$ cat config.mk
export PLATFORM = sky130hd
export DESIGN_NAME = alu_uart_seq
export DESIGN_NICKNAME = d
export VERILOG_FILES = /design/src/rtl/alu_seq_pkg.sv /design/src/rtl/alu_seq_timer.sv /design/src/rtl/alu_uart_seq.sv
export SDC_FILE = /design/constraint.sdc
export NUM_CORES = 1
export LEC_CHECK = 0
export BUFFER_PORTS_ARGS = -buffer_cell sky130_fd_sc_hd__buf_2
export CAP_MARGIN = 20
export CORE_MARGIN = 4
export CORE_UTILIZATION = 53
export CTS_BUF_LIST = sky130_fd_sc_hd__clkbuf_8
export DETAILED_ROUTE_END_ITERATION = 7
export PLACE_DENSITY = 0.87
export SYNTH_ARGS = -nofsm -noshare
export SYNTH_HDL_FRONTEND = slang
export SYNTH_SLANG_ARGS = --single-unit
export TNS_END_PERCENT = 50
$ cat constraint.sdc
create_clock -name i_clk -period 2.4 [get_ports i_clk]
set_input_delay 0.48 -clock i_clk [delete_from_list [all_inputs] [get_ports i_clk]]
set_output_delay 0.48 -clock i_clk [all_outputs]
set_load 0.05 [all_outputs]
$ cat src/rtl/alu_seq_pkg.sv
// Shared definitions for the UART-to-ALU command sequencer: FSM state codes,
// ALU opcodes and the bit positions used in the returned flags byte.
package alu_seq_pkg;

  typedef logic [3:0] seq_state_t;

  localparam seq_state_t ST_IDLE     = 4'd0;
  localparam seq_state_t ST_LOAD_A   = 4'd1;
  localparam seq_state_t ST_WAIT_B   = 4'd2;
  localparam seq_state_t ST_LOAD_B   = 4'd3;
  localparam seq_state_t ST_WAIT_OP  = 4'd4;
  localparam seq_state_t ST_LOAD_OP  = 4'd5;
  localparam seq_state_t ST_EXEC     = 4'd6;
  localparam seq_state_t ST_TX_RES   = 4'd7;
  localparam seq_state_t ST_WAIT_RES = 4'd8;
  localparam seq_state_t ST_TX_FLG   = 4'd9;
  localparam seq_state_t ST_WAIT_FLG = 4'd10;

  localparam logic [5:0] OP_ADD = 6'b100000;
  localparam logic [5:0] OP_SUB = 6'b100010;
  localparam logic [5:0] OP_AND = 6'b100100;
  localparam logic [5:0] OP_OR  = 6'b100101;
  localparam logic [5:0] OP_XOR = 6'b100110;
  localparam logic [5:0] OP_NOR = 6'b100111;
  localparam logic [5:0] OP_SRA = 6'b000011;
  localparam logic [5:0] OP_SRL = 6'b000010;

  localparam int FLG_ZERO = 0;
  localparam int FLG_OVF  = 1;

  // Wide enough for the inter-byte timeout at any realistic baud rate.
  localparam int NB_CNT = 32;

endpackage

$ cat src/rtl/alu_seq_timer.sv
// Loadable down-counter that saturates at zero; reused for the EXEC latency
// count and for the inter-byte timeout.
module alu_seq_timer
  import alu_seq_pkg::*;
#(
  parameter int NB_W = NB_CNT
) (
  input  logic            i_clk,
  input  logic            i_rst,
  input  logic            i_clear,
  input  logic            i_en,
  input  logic [NB_W-1:0] i_load_val,
  output logic            o_expired
);

  logic [NB_W-1:0] cnt_q;
  logic [NB_W-1:0] cnt_d;

  always_comb begin
    cnt_d = cnt_q;
    if (i_clear) begin
      cnt_d = i_load_val;
    end else if (i_en && (cnt_q != '0)) begin
      cnt_d = cnt_q - NB_W'(1);
    end
  end

  always_ff @(posedge i_clk) begin
    if (i_rst) begin
      cnt_q <= '0;
    end else begin
      cnt_q <= cnt_d;
    end
  end

  assign o_expired = (cnt_q == '0);

endmodule

$ cat src/rtl/alu_uart_seq.sv
// Command sequencer: three UART bytes (A, B, OP) drive the ALU load enables,
// then the ALU result and flags are returned as a two-byte UART response.
module alu_uart_seq
  import alu_seq_pkg::*;
#(
  parameter int NB_DATA     = 8,
  parameter int NB_OP       = 6,
  parameter int ALU_LAT     = 2,
  parameter int TIMEOUT_CYC = 1000000
) (
  input  logic               i_clk,
  input  logic               i_rst,
  input  logic [NB_DATA-1:0] i_rx_data,
  input  logic               i_rx_done,
  input  logic               i_tx_done,
  input  logic [NB_DATA-1:0] i_alu_result,
  input  logic               i_alu_zero,
  input  logic               i_alu_overflow,
  output logic [NB_DATA-1:0] o_data,
  output logic               o_en_A,
  output logic               o_en_B,
  output logic               o_en_OP,
  output logic [NB_DATA-1:0] o_tx_data,
  output logic               o_tx_start,
  output logic               o_busy,
  output logic               o_drop,
  output logic               o_timeout
);

  localparam logic [NB_CNT-1:0] EXEC_LOAD = NB_CNT'(ALU_LAT - 1);
  localparam logic [NB_CNT-1:0] TO_LOAD   = (TIMEOUT_CYC > 0) ? NB_CNT'(TIMEOUT_CYC - 1) : '0;
  localparam bit                TO_EN     = (TIMEOUT_CYC > 0);

  seq_state_t         state_q, state_d;
  logic [NB_DATA-1:0] data_q, data_d;
  logic [NB_DATA-1:0] tx_data_q, tx_data_d;
  logic [NB_DATA-1:0] flg_q, flg_d;
  logic [NB_DATA-1:0] flg_cap;
  logic               en_a_q, en_a_d;
  logic               en_b_q, en_b_d;
  logic               en_op_q, en_op_d;
  logic               tx_start_q, tx_start_d;
  logic               busy_q, busy_d;
  logic               drop_q, drop_d;
  logic               timeout_q, timeout_d;

  logic               tmr_clear;
  logic               tmr_en;
  logic [NB_CNT-1:0]  tmr_load;
  logic               tmr_expired;

  alu_seq_timer #(
    .NB_W (NB_CNT)
  ) u_timer (
    .i_clk      (i_clk),
    .i_rst      (i_rst),
    .i_clear    (tmr_clear),
    .i_en       (tmr_en),
    .i_load_val (tmr_load),
    .o_expired  (tmr_expired)
  );

  always_comb begin
    flg_cap           = '0;
    flg_cap[FLG_ZERO] = i_alu_zero;
    flg_cap[FLG_OVF]  = i_alu_overflow;
  end

  always_comb begin
    state_d   = state_q;
    data_d    = data_q;
    tx_data_d = tx_data_q;
    flg_d     = flg_q;
    timeout_d = 1'b0;
    tmr_clear = 1'b0;
    tmr_en    = 1'b0;
    tmr_load  = TO_LOAD;

    // Outputs are registered from the next state, so the byte lands in o_data
    // on the same edge that enters the matching LOAD state.
    case (state_q)
      ST_IDLE: begin
        if (i_rx_done) begin
          state_d = ST_LOAD_A;
          data_d  = i_rx_data;
        end
      end
      ST_LOAD_A: begin
        state_d   = ST_WAIT_B;
        tmr_clear = 1'b1;
      end
      ST_WAIT_B: begin
        tmr_en = 1'b1;
        if (i_rx_done) begin
          state_d = ST_LOAD_B;
          data_d  = i_rx_data;
        end else if (TO_EN && tmr_expired) begin
          state_d   = ST_IDLE;
          timeout_d = 1'b1;
        end
      end
      ST_LOAD_B: begin
        state_d   = ST_WAIT_OP;
        tmr_clear = 1'b1;
      end
      ST_WAIT_OP: begin
        tmr_en = 1'b1;
        if (i_rx_done) begin
          state_d = ST_LOAD_OP;
          data_d  = {{(NB_DATA-NB_OP){1'b0}}, i_rx_data[NB_OP-1:0]};
        end else if (TO_EN && tmr_expired) begin
          state_d   = ST_IDLE;
          timeout_d = 1'b1;
        end
      end
      ST_LOAD_OP: begin
        state_d   = ST_EXEC;
        tmr_clear = 1'b1;
        tmr_load  = EXEC_LOAD;
      end
      ST_EXEC: begin
        tmr_en = 1'b1;
        if (tmr_expired) begin
          state_d   = ST_TX_RES;
          tx_data_d = i_alu_result;
          flg_d     = flg_cap;
        end
      end
      ST_TX_RES: begin
        state_d = ST_WAIT_RES;
      end
      ST_WAIT_RES: begin
        if (i_tx_done) begin
          state_d   = ST_TX_FLG;
          tx_data_d = flg_q;
        end
      end
      ST_TX_FLG: begin
        state_d = ST_WAIT_FLG;
      end
      ST_WAIT_FLG: begin
        if (i_tx_done) begin
          state_d = ST_IDLE;
        end
      end
      default: begin
        state_d = ST_IDLE;
      end
    endcase

    drop_d     = i_rx_done && !(state_q inside {ST_IDLE, ST_WAIT_B, ST_WAIT_OP});
    en_a_d     = (state_d == ST_LOAD_A);
    en_b_d     = (state_d == ST_LOAD_B);
    en_op_d    = (state_d == ST_LOAD_OP);
    tx_start_d = (state_d == ST_TX_RES) || (state_d == ST_TX_FLG);
    busy_d     = (state_d != ST_IDLE);
  end

  always_ff @(posedge i_clk) begin
    if (i_rst) begin
      state_q    <= ST_IDLE;
      data_q     <= '0;
      tx_data_q  <= '0;
      flg_q      <= '0;
      en_a_q     <= 1'b0;
      en_b_q     <= 1'b0;
      en_op_q    <= 1'b0;
      tx_start_q <= 1'b0;
      busy_q     <= 1'b0;
      drop_q     <= 1'b0;
      timeout_q  <= 1'b0;
    end else begin
      state_q    <= state_d;
      data_q     <= data_d;
      tx_data_q  <= tx_data_d;
      flg_q      <= flg_d;
      en_a_q     <= en_a_d;
      en_b_q     <= en_b_d;
      en_op_q    <= en_op_d;
      tx_start_q <= tx_start_d;
      busy_q     <= busy_d;
      drop_q     <= drop_d;
      timeout_q  <= timeout_d;
    end
  end

  assign o_data     = data_q;
  assign o_en_A     = en_a_q;
  assign o_en_B     = en_b_q;
  assign o_en_OP    = en_op_q;
  assign o_tx_data  = tx_data_q;
  assign o_tx_start = tx_start_q;
  assign o_busy     = busy_q;
  assign o_drop     = drop_q;
  assign o_timeout  = timeout_q;

endmodule
Word level (Yosys, flattened, before mapping)
Index checks and enable logic that the tools add are counted.
{ "op_classes": {"add_sub_neg": 1, "n_eq_ne": 19, "mux": 20, "n_bitwise": 1, "reduce_logical": 20} }
{ "ops": {"columns": ["op", "n"], "rows": [
  ["two-way mux 32 bit", 2],
  ["one-hot mux 4 bit (11 select lines)", 1],
  ["logical NOT 32 bit", 1],
  ["two-way mux 8 bit", 4],
  ["one-hot mux 8 bit (2 select lines)", 2],
  ["nonzero test 32 bit", 1],
  ["subtractor 32 x 1 -> 32 bit (second input constant)", 1],
  ["two-way mux 4 bit", 7],
  ["equality test 4 x 3 -> 1 bit (second input constant)", 6],
  ["two-way mux 20 bit", 1],
  ["equality test 4 bit (second input constant)", 4],
  ["equality test 4 x 2 -> 1 bit (second input constant)", 3],
  ["OR reduction 3 bit", 3],
  ["equality test 4 x 1 -> 1 bit (second input constant)", 2],
  ["inequality test 2 bit (second input constant)", 3],
  ["AND reduction 3 bit", 2],
  ["nonzero test 2 bit", 3],
  ["logical NOT 4 bit", 1],
  ["nonzero test 4 bit", 1],
  ["OR reduction 2 bit", 2],
  ["two-way mux 1 bit", 3],
  ["nonzero test 3 bit", 1],
  ["logical AND 1 bit", 2],
  ["inequality test 2 x 1 -> 1 bit (second input constant)", 1],
  ["other kinds (4)", 4]
]} }
{ "totals": {"reg_bits": 61, "inputBits": 22, "output_inout_bits": 23, "wordCells": 73} }

Depth between registers and ports, before layout
Gate-level depths: netlist of run 1.
{ "depth": {"depth_word": 6, "mapped_depth": 9} }

Hierarchy
From an unflattened synthesis of run 1, not the netlist that was laid out.
{ "unflattened": {"cells_unflattened": 367, "area_unflattened_um2": 3204.3} }
{ "modules_own_cells": {"columns": ["mod", "n_inst", "cells_per_inst", "area_per_inst_um2", "seq_area_each_um2"], "rows": [
  ["alu_seq_timer", 1, 233, 1993.2, 640.6],
  ["alu_uart_seq", 1, 134, 1211.2, 580.6]
]} }

Worst setup path after synthesis of run 1
Ideal clock, no wire load.
{ "synth_timing": {"path_kind": "reg2reg", "start": "register u_timer.cnt_q[24]", "end": "register tx_start_q (netlist: o_tx_start)", "setup_ps": 120, "arrival_ps": 2357, "setup_slack_ps": -77, "stages_incl_launch_ff": 8, "synth_period_minus_slack_ps": 2477, "cell_sequence": "dfxtp_1 or4_4 or3_1 buf_2 or4_4 a41oi_4 nor2_1 o31a_1"} }
{ "synth_between": {"elab_chain_len": 6, "word_cells_on_any_way": 9, "cone_classes": "eq/ne: 2; mux: 5; reduce/logical: 2"} }
{ "synth_lines": {"columns": ["element", "line_no", "rtl"], "rows": [
  ["start, declared", "alu_seq_timer.sv:16", "logic [NB_W-1:0] cnt_q;"],
  ["start signal, assigned", "alu_seq_timer.sv:32", "cnt_q <= cnt_d;"],
  ["logical NOT 32 bit *", "alu_seq_timer.sv:36", "assign o_expired = (cnt_q == '0);"],
  ["two-way mux 4 bit", "alu_uart_seq.sv:97, alu_uart_seq.sv:111", null],
  ["two-way mux 4 bit (on tied branches)", "alu_uart_seq.sv:108, alu_uart_seq.sv:94", null],
  ["one-hot mux 4 bit (11 select lines) *", "alu_uart_seq.sv:81", "case (state_q)"],
  ["equality test 4 x 3 -> 1 bit or equality test 4 bit (tied branches)", "alu_uart_seq.sv:155", "tx_start_d = (state_d == ST_TX_RES) || (state_d == ST_TX_FLG);"],
  ["logical OR 1 bit *", "alu_uart_seq.sv:155", null],
  ["end signal, assigned", "alu_uart_seq.sv:180", "tx_start_q <= tx_start_d;"],
  ["end, declared", "alu_uart_seq.sv:42", "logic tx_start_q, tx_start_d;"]
]} }
Every way passes the cells marked *; elsewhere a longest branch is shown, timed or not.
A chain may end at the register's enable or synchronous reset.

Final worst setup path of run 1
{ "layout_timing": {"start": "register u_timer.cnt_q[24]", "end": "register flg_q[1]"} }
{ "layout_between": {"elab_chain_len": 2} }
{ "layout_lines": {"columns": ["element", "line_no", "rtl"], "rows": [
  ["logical NOT 32 bit", "alu_seq_timer.sv:36", null],
  ["AND reduction 2 bit (no line)", null, null],
  ["end signal, assigned", "alu_uart_seq.sv:176", "flg_q <= flg_d;"],
  ["end, declared", "alu_uart_seq.sv:37", "logic [NB_DATA-1:0] flg_q, flg_d;"]
]} }
Every way passes these cells.

==> results.md, run 1 <==
- Status: finished with violations
- Failing checks: setup timing
- Initial Utilization: 55.7%
- Top-area cell type share of the netlist area: 42.1%
- Power Internal: 0.00241 W
- Post-DP HPWL: 5.66 mm
- Pre-antenna DRT Iters: 6
- Detailed Route WL: around 8.3 mm
- Worst hold margin: roughly 0.34 ns
- Syn avg cell area: 8.63 um^2
- Synth Flop Type: dfxtp_1
- Hold depth: 2
- Layout cell share with drive strength beyond 1: 33.5%
- Total placed instance area: 0.00345 mm^2
- H-Tree Level Count: 3
- Max Root-Sink Buffers: 2
- First-pass GRT wire length: 13.2 mm
- Worst slew margin: 47.9%
- DRC Markers: 0
- Startpoint types: flop
- Via count: 2995
- Antenna cells: 0
- Dominant cells by area after synthesis: dfxtp_1, nor2_1, xnor2_1
- Multiplexer area fraction after synthesis: 3.45%
- Clock root cell: clkbuf_8
- Post-synth EDFFs: 0
- Initial antenna violation count: 0
- Kind of critical path: flop to flop
- Critical Path RT: 2.63 ns
- Netlist cell types: 52
- Final setup violation count: 4
- Fmax: about 0.41 GHz
- Worst-Margin Slew: roughly 0.77 ns
- PD cells: about 1000 mW/mm^2
- Die area: 0.00672 mm^2
- Fin area: between 0.003 and 0.004 mm^2
- Sequential power share: 31.7%
- Worst Path Arrival: 2.66 ns
- Final Skew: 0.00341 ns
- Largest net degree at the start of global routing: 28
- VDD IR max: 0.000596 V
- Synth Area in Compound Gates: 14.8%
- Setup TNS: -0.101 ns
- Vias in the first global route: 2837
- WL/cell: 16.6 um
- Final period util: 101%
- Clock sinks: between 60 and 70
- FILL cells: 375
- Hold Path Class: input pin to flop
- GRT Util Overall: between 20% and 30%
- Instance count of the mapped netlist: ~340
- Area of the core: 0.00520 mm^2
- Gpl congestion: 1.00
- Final worst setup slack: -0.0287 ns
- Synth area leader: dfxtp_1
- Multi-input gate area: 0.00172 mm^2
- Post-Synth Adder-Cell Area: 0.863%
- Fraction of registers with async set or reset after synthesis: 0%
- Largest family of logic cells by synthesized area: simple AND/OR/NAND/NOR gates
- Crit. End Element: flop
- Area Growth Syn to Fin: 31.9%
- Site row count: 26
- Pins Over Slew Limit: 0
- Most frequent cells after synthesis: dfxtp_1, nor2_1, nand2_1
- CTS tree: done
- Switching share of power: a little over a third
- Overflow after GRT: 0
- Die width: 82.0 um
- Min cycle time layout: 2.43 ns
- NetSw: 0.00133 W
- Tot Pwr: 0.00374 W
- Port bufs: 44
- 1st-iter DRT viols: 385
- Critical path fanouts, max: 4
- Worst-Skew Late Latency: ~0.35 ns
- CTS clock-pin slew for the worst setup and hold paths: around 0.070 ns
- Storage element area: 0.00123 mm^2
- IO Pins: 45
- Combinational share of power: 40.7%
- Sequential element share of the synthesized area: a little over two fifths
- Leakage: between 1.5 and 2 nW
- Die H: 82.0 um
- Reg2Reg Depth: 6
- Number of CTS-inserted buffers: 9
- Clock network power share: between 20 and 30%
- Seq cells post-synth: 61
- DR vias/cell: approximately 6
- Mapped Area: 0.00290 mm^2
- Final nets: between 400 and 500
- Final Hold Vio Count: 0
- XOR/XNOR share of the synthesized area: between 5 and 6%
- Unrepaired setup endpoints after global routing: yes
- YS warnings: 0
- Total of max-cap violations: 0
- Non-filler cells, final: 497
- Post-Synth Simple-Gate Area: roughly 31%
- Placed insts: approximately 480
- Syn_nets: 360
- Antenna viol nets, final: 0
==> worst max-delay path, stage by stage, from the launching register on <==
cell and delay, ns:
dfxtp_2 0.32, or4_4 0.53, or3_4 0.37, or4_4 0.50
or3_4 0.37, mux2i_1 0.17, nor2_1 0.05
==> state kept, by name, indices dropped and copies added, names as in the netlist <==
name           cells
state_q            4
flg_q              2
o_en_OP            1
o_tx_start         1
o_en_B             1
o_data             8
u_timer.cnt_q     32
o_en_A             1
o_drop             1
o_timeout          1
o_tx_data          8
o_busy             1
==> cell families after synthesis <==
group,after synthesis
AOI/OAI and AO/OA,61
muxes,10
DFF,61
and+or+nand+nor,167
buffers and inverters,17
adders and majority gates,2
xor gates and xnor gates,18
==> stage by stage <==
step                worst slack, ns  util [%]
floorplan                   -0.0724         -
global placement           -0.00124      66.3
detailed placement          -0.0658      66.3
CTS                         -0.0386      71.0
global route                 -0.119      73.5
finish                      -0.0287      73.5
==> power by group through the flow <==
stage               clock network, W  logic, W  registers, W
CTS                          0.00105   0.00135       0.00118
finish                       0.00103   0.00152       0.00119
global placement                   0   0.00127       0.00120
floorplan                          0  0.000792       0.00124
global route                 0.00108   0.00163       0.00120
detailed placement                 0   0.00130       0.00120
==> per-layer routing <==
layer  vias to the layer above  GRT usage (%)  wire [um]  share of wire (%)
met2                       164           41.4       4070                 49
met1                      1394           33.1       3370                 41
met4                         0           10.6        232                2.8
met5                         -              0          0                  0
met3                        35           5.48        592                7.2
li1                       1402              -          -                  -
==> final cells by class <==
type                    count  share of cell area, %
multi-input cells         258                   44.9
flip-flops and latches     61                   32.1
repair buffers             88                   14.5
clock buffers              10                   3.60
well taps                  70                   2.29
clock inverters             6                   2.26
inverters                   4                  0.393
==> timing repair <==
item | CTS | global route
buffers inserted | 1 | 4
pin swaps | 4 | 11
gates resized for setup | 4 | 23
endpoints found under the setup margin | 24 | 25
cloned | 0 | 0
hold buffers | 0 | 0
hold endpoints to repair | 0 | 0
==> final timing paths <==
kind	from	endpoint	slack [ns]
worst min register to register	o_data[6]	o_data[6]	0.46
worst max-delay path	u_timer.cnt_q[24]	flg_q[1]	-0.03
worst min-delay path	i_alu_result[4]	o_tx_data[4]	0.34
worst max register to register	u_timer.cnt_q[24]	flg_q[1]	-0.03
==> placed cells by master, fill, tap and decap left out, drive strengths merged, types with 3 or more instances in the layout <==
cell type  instances
buf               88
nor2              62
dfxtp             61
nand2             20
nor4              19
a21oi             17
xnor2             14
or4               14
nor3              11
o21ai             11
mux2i             10
clkbuf            10
nand2b             8
nand3              7
nand4              7
a22o               6
a211oi             6
or3                6
inv                4
xor2               4
nand3b             3
nor4b              3
o22ai              3
a311oi             3
nor3b              3
clkinv             3
Note: power is estimated with default switching activity, not from simulation.
==> run 2, diff against run 1 <==
--- a/config.mk
+++ b/config.mk
@@ -11,7 +11,8 @@
 export CORE_UTILIZATION = 53
 export CTS_BUF_LIST = sky130_fd_sc_hd__clkbuf_8
 export DETAILED_ROUTE_END_ITERATION = 7
-export PLACE_DENSITY = 0.87
+export PLACE_DENSITY_LB_ADDON = 0.25
+export SLEW_MARGIN = 10
 export SYNTH_ARGS = -nofsm -noshare
 export SYNTH_HDL_FRONTEND = slang
 export SYNTH_SLANG_ARGS = --single-unit
==> run 2 against run 1 <==
  * Critical path type unchanged
  * Non-clock buffer count increased by 6
  * Global-route usage decreased by 1.4 points
  * Maximum frequency barely moved
  * Utilization decreased by 0.24 points
  * The run still ends with setup timing left
  * Clock skew grew 0.0032 ns
  * Register-to-register slack barely moved
  * Sequential power hardly changed
  * Largest power group unchanged
  * Routed wire length shrank 8.2%
==> results.md, run 2 (synthesis results as in run 1) <==
- Status: finished with violations
- Failing checks: setup timing
- Die area: 0.00672 mm^2 (unchanged)
- Hold depth: 2 (unchanged)
- Core Util, Final: 73.2% (-0.24 points)
- Unrepaired setup endpoints after global routing: yes
- CTS hold repair buffers: 0 (unchanged)
- Final worst setup slack: -0.0268 ns (+0.00185 ns)
- Worst-Skew Late Latency: 0.35 ns (about the same)
- Final Hold Vio Count: 0 (unchanged)
- Critical Path RT: 2.63 ns (about the same)
- R2R Setup Slk: -0.03 ns (about the same)
- Clock sinks: 61 (unchanged)
- Storage element area: 0.00123 mm^2 (+0.10%)
- GRT Util Overall: 24.2% (-1.4 points)
- Layout cell share with drive strength beyond 1: 32.1% (-1.4 points)
- Largest net degree at the start of global routing: 28 (unchanged)
- Placed insts: 484 (+1.7%)
- H-Tree Level Count: 3 (unchanged)
- FILL cells: 382 (+1.9%)
- Detailed Route WL: 7.60 mm (-8.2%)
- Area of the core: 0.00520 mm^2 (unchanged)
- Initial Utilization: 55.7% (unchanged)
- Worst-Margin Slew: 0.503 ns (-0.268 ns)
- Worst r2r src: u_timer.cnt_q[24]
- Initial antenna violation count: 0 (unchanged)
- Multi-input gate area: 0.00164 mm^2 (-4.6%)
- Pre-antenna DRT Iters: 5 (-1)
- CTS tree: done
- IO Pins: 45 (unchanged)
- Non-filler cells, final: 503 (+1.2%)
- Final setup violation count: 3 (-1)
- Post-DP HPWL: 5.49 mm (-2.9%)
- Overflow after GRT: 0 (unchanged)
- WL/cell: 15.1 um (-9.3%)
- Largest reg by FF count: u_timer.cnt_q
- Max Root-Sink Buffers: 2 (unchanged)
- First-pass GRT wire length: 12.5 mm (-5.5%)
- Port bufs: 44 (unchanged)
- 1st-iter DRT viols: 275 (-29%)
- Leading cell type in the layout, fill and taps excluded: nor2_1
- Area Growth Syn to Fin: 31.5%
- Fmax: 0.412 GHz (about the same)
- Number of CTS-inserted buffers: 9 (unchanged)
- Reg-to-reg endpoint: flg_q[0]
- DRC Markers: 0 (unchanged)
- Max FFs per register: 32 (unchanged)
- Total of max-cap violations: 0 (unchanged)
- Gpl congestion: 0.870 (-13%)
- Min cycle time layout: 2.43 ns (-0.00185 ns)
- Commonest non-fill, non-tap cells in the layout: nor2_1, dfxtp_1, buf_4
- Final Skew: 0.00658 ns (+0.00318 ns)
- Hold Crit Start: i_alu_result[7]
- Critical path fanouts, max: 5 (+1)
- Vias in the first global route: 2716 (-4.3%)
- Crit. End Element: flop
- Antenna viol nets, final: 0 (unchanged)
- DR vias/cell: 5.82 (-3.4%)
- Via count: 2927 (-2.3%)
- Leakage: 1.63 nW (+1.2%)
- Final nets: 452 (+1.3%)
- Startpoint types: flop
- Die H: 82.0 um (unchanged)
- CTS clock-pin slew for the worst setup and hold paths: 0.07 ns (about the same)
- Die width: 82.0 um (unchanged)
- Worst Path Arrival: 2.65 ns (about the same)
- Site row count: 26 (unchanged)
- Pins Over Slew Limit: 0 (unchanged)
- Place WS: -0.0723 ns (-0.00653 ns)
- Reg2Reg Depth: 6 (unchanged)
- WHS Endpoint: o_tx_data[7]
- Worst slew margin: 65.6% (+18 points)
- PD cells: 979 mW/mm^2 (+0.12%)
- Final period util: 101% (about the same)
- VDD IR max: 0.000660 V (+11%)
- Kind of critical path: flop to flop
- Hold Path Class: input pin to flop
- Clock root cell: clkbuf_8
- Antenna cells: 0 (unchanged)
[run 2: layout make-up]
type                       instances  area share (%)
clock buffer                      10            3.61
clock inverter                     6            2.89
inverter                           4           0.394
multi-input combinational        258            43.0
sequential                        61            32.2
tap                               70            2.30
timing repair buffer              94            15.6
[run 2: per-layer routing]
| metal | up-vias | GRT usage (%) | routed length (um) |
|---|---|---|---|
| met5 | - | 0 | 0 |
| met4 | 0 | 10.1 | 137 |
| met3 | 17 | 6.03 | 427 |
| met2 | 109 | 36.8 | 3610 |
| met1 | 1379 | 32.6 | 3420 |
| li1 | 1422 | - | - |
[run 2: worst max path at each step]
| stage | startpoint | cells past startpoint | to |
|---|---|---|---|
| finish | u_timer.cnt_q[24] | 6 | flg_q[0] |
| global route | u_timer.cnt_q[24] | 6 | flg_q[1] |
| CTS | u_timer.cnt_q[24] | 6 | flg_q[0] |
| detailed placement | u_timer.cnt_q[24] | 6 | o_tx_start |
| global placement | u_timer.cnt_q[24] | 6 | o_tx_start |
| floorplan | u_timer.cnt_q[24] | 7 | o_tx_start |
[run 2: where the power goes]
group	leakage, nW	switching, W	internal [W]	total [W]
clock	0.119	0.000406	0.000715	0.00112
combinational	1.01	0.000757	0.000669	0.00143
sequential	0.498	0.0000859	0.00110	0.00119
total	1.63	0.00125	0.00249	0.00373
[run 2: worst max-delay path, stage by stage, from the launching register on]
cell	delay (ns)
dfxtp_2	0.32
or4_4	0.52
or3_4	0.37
or4_4	0.50
or3_4	0.37
mux2i_1	0.18
nor2_1	0.05
[run 2: timing repair]
action,4_1_cts,5_1_grt
buffers inserted,1,2
resized for setup,2,10
pin swaps,2,3
setup endpoints to repair,19,29
[run 2: through the flow]
stage          TNS (ns)  hold slack, ns  total power, W  instance area [um^2]
2_1_floorplan    -0.215           0.452         0.00203                  2910
3_5_place_dp     -0.490           0.448         0.00253                  3510
5_1_grt          -0.662           0.332         0.00393                  3810
3_3_place_gp    -0.0676           0.436         0.00250                  3510
6_report        -0.0357           0.335         0.00373                  3810
4_1_cts         -0.0223           0.326         0.00368                  3780
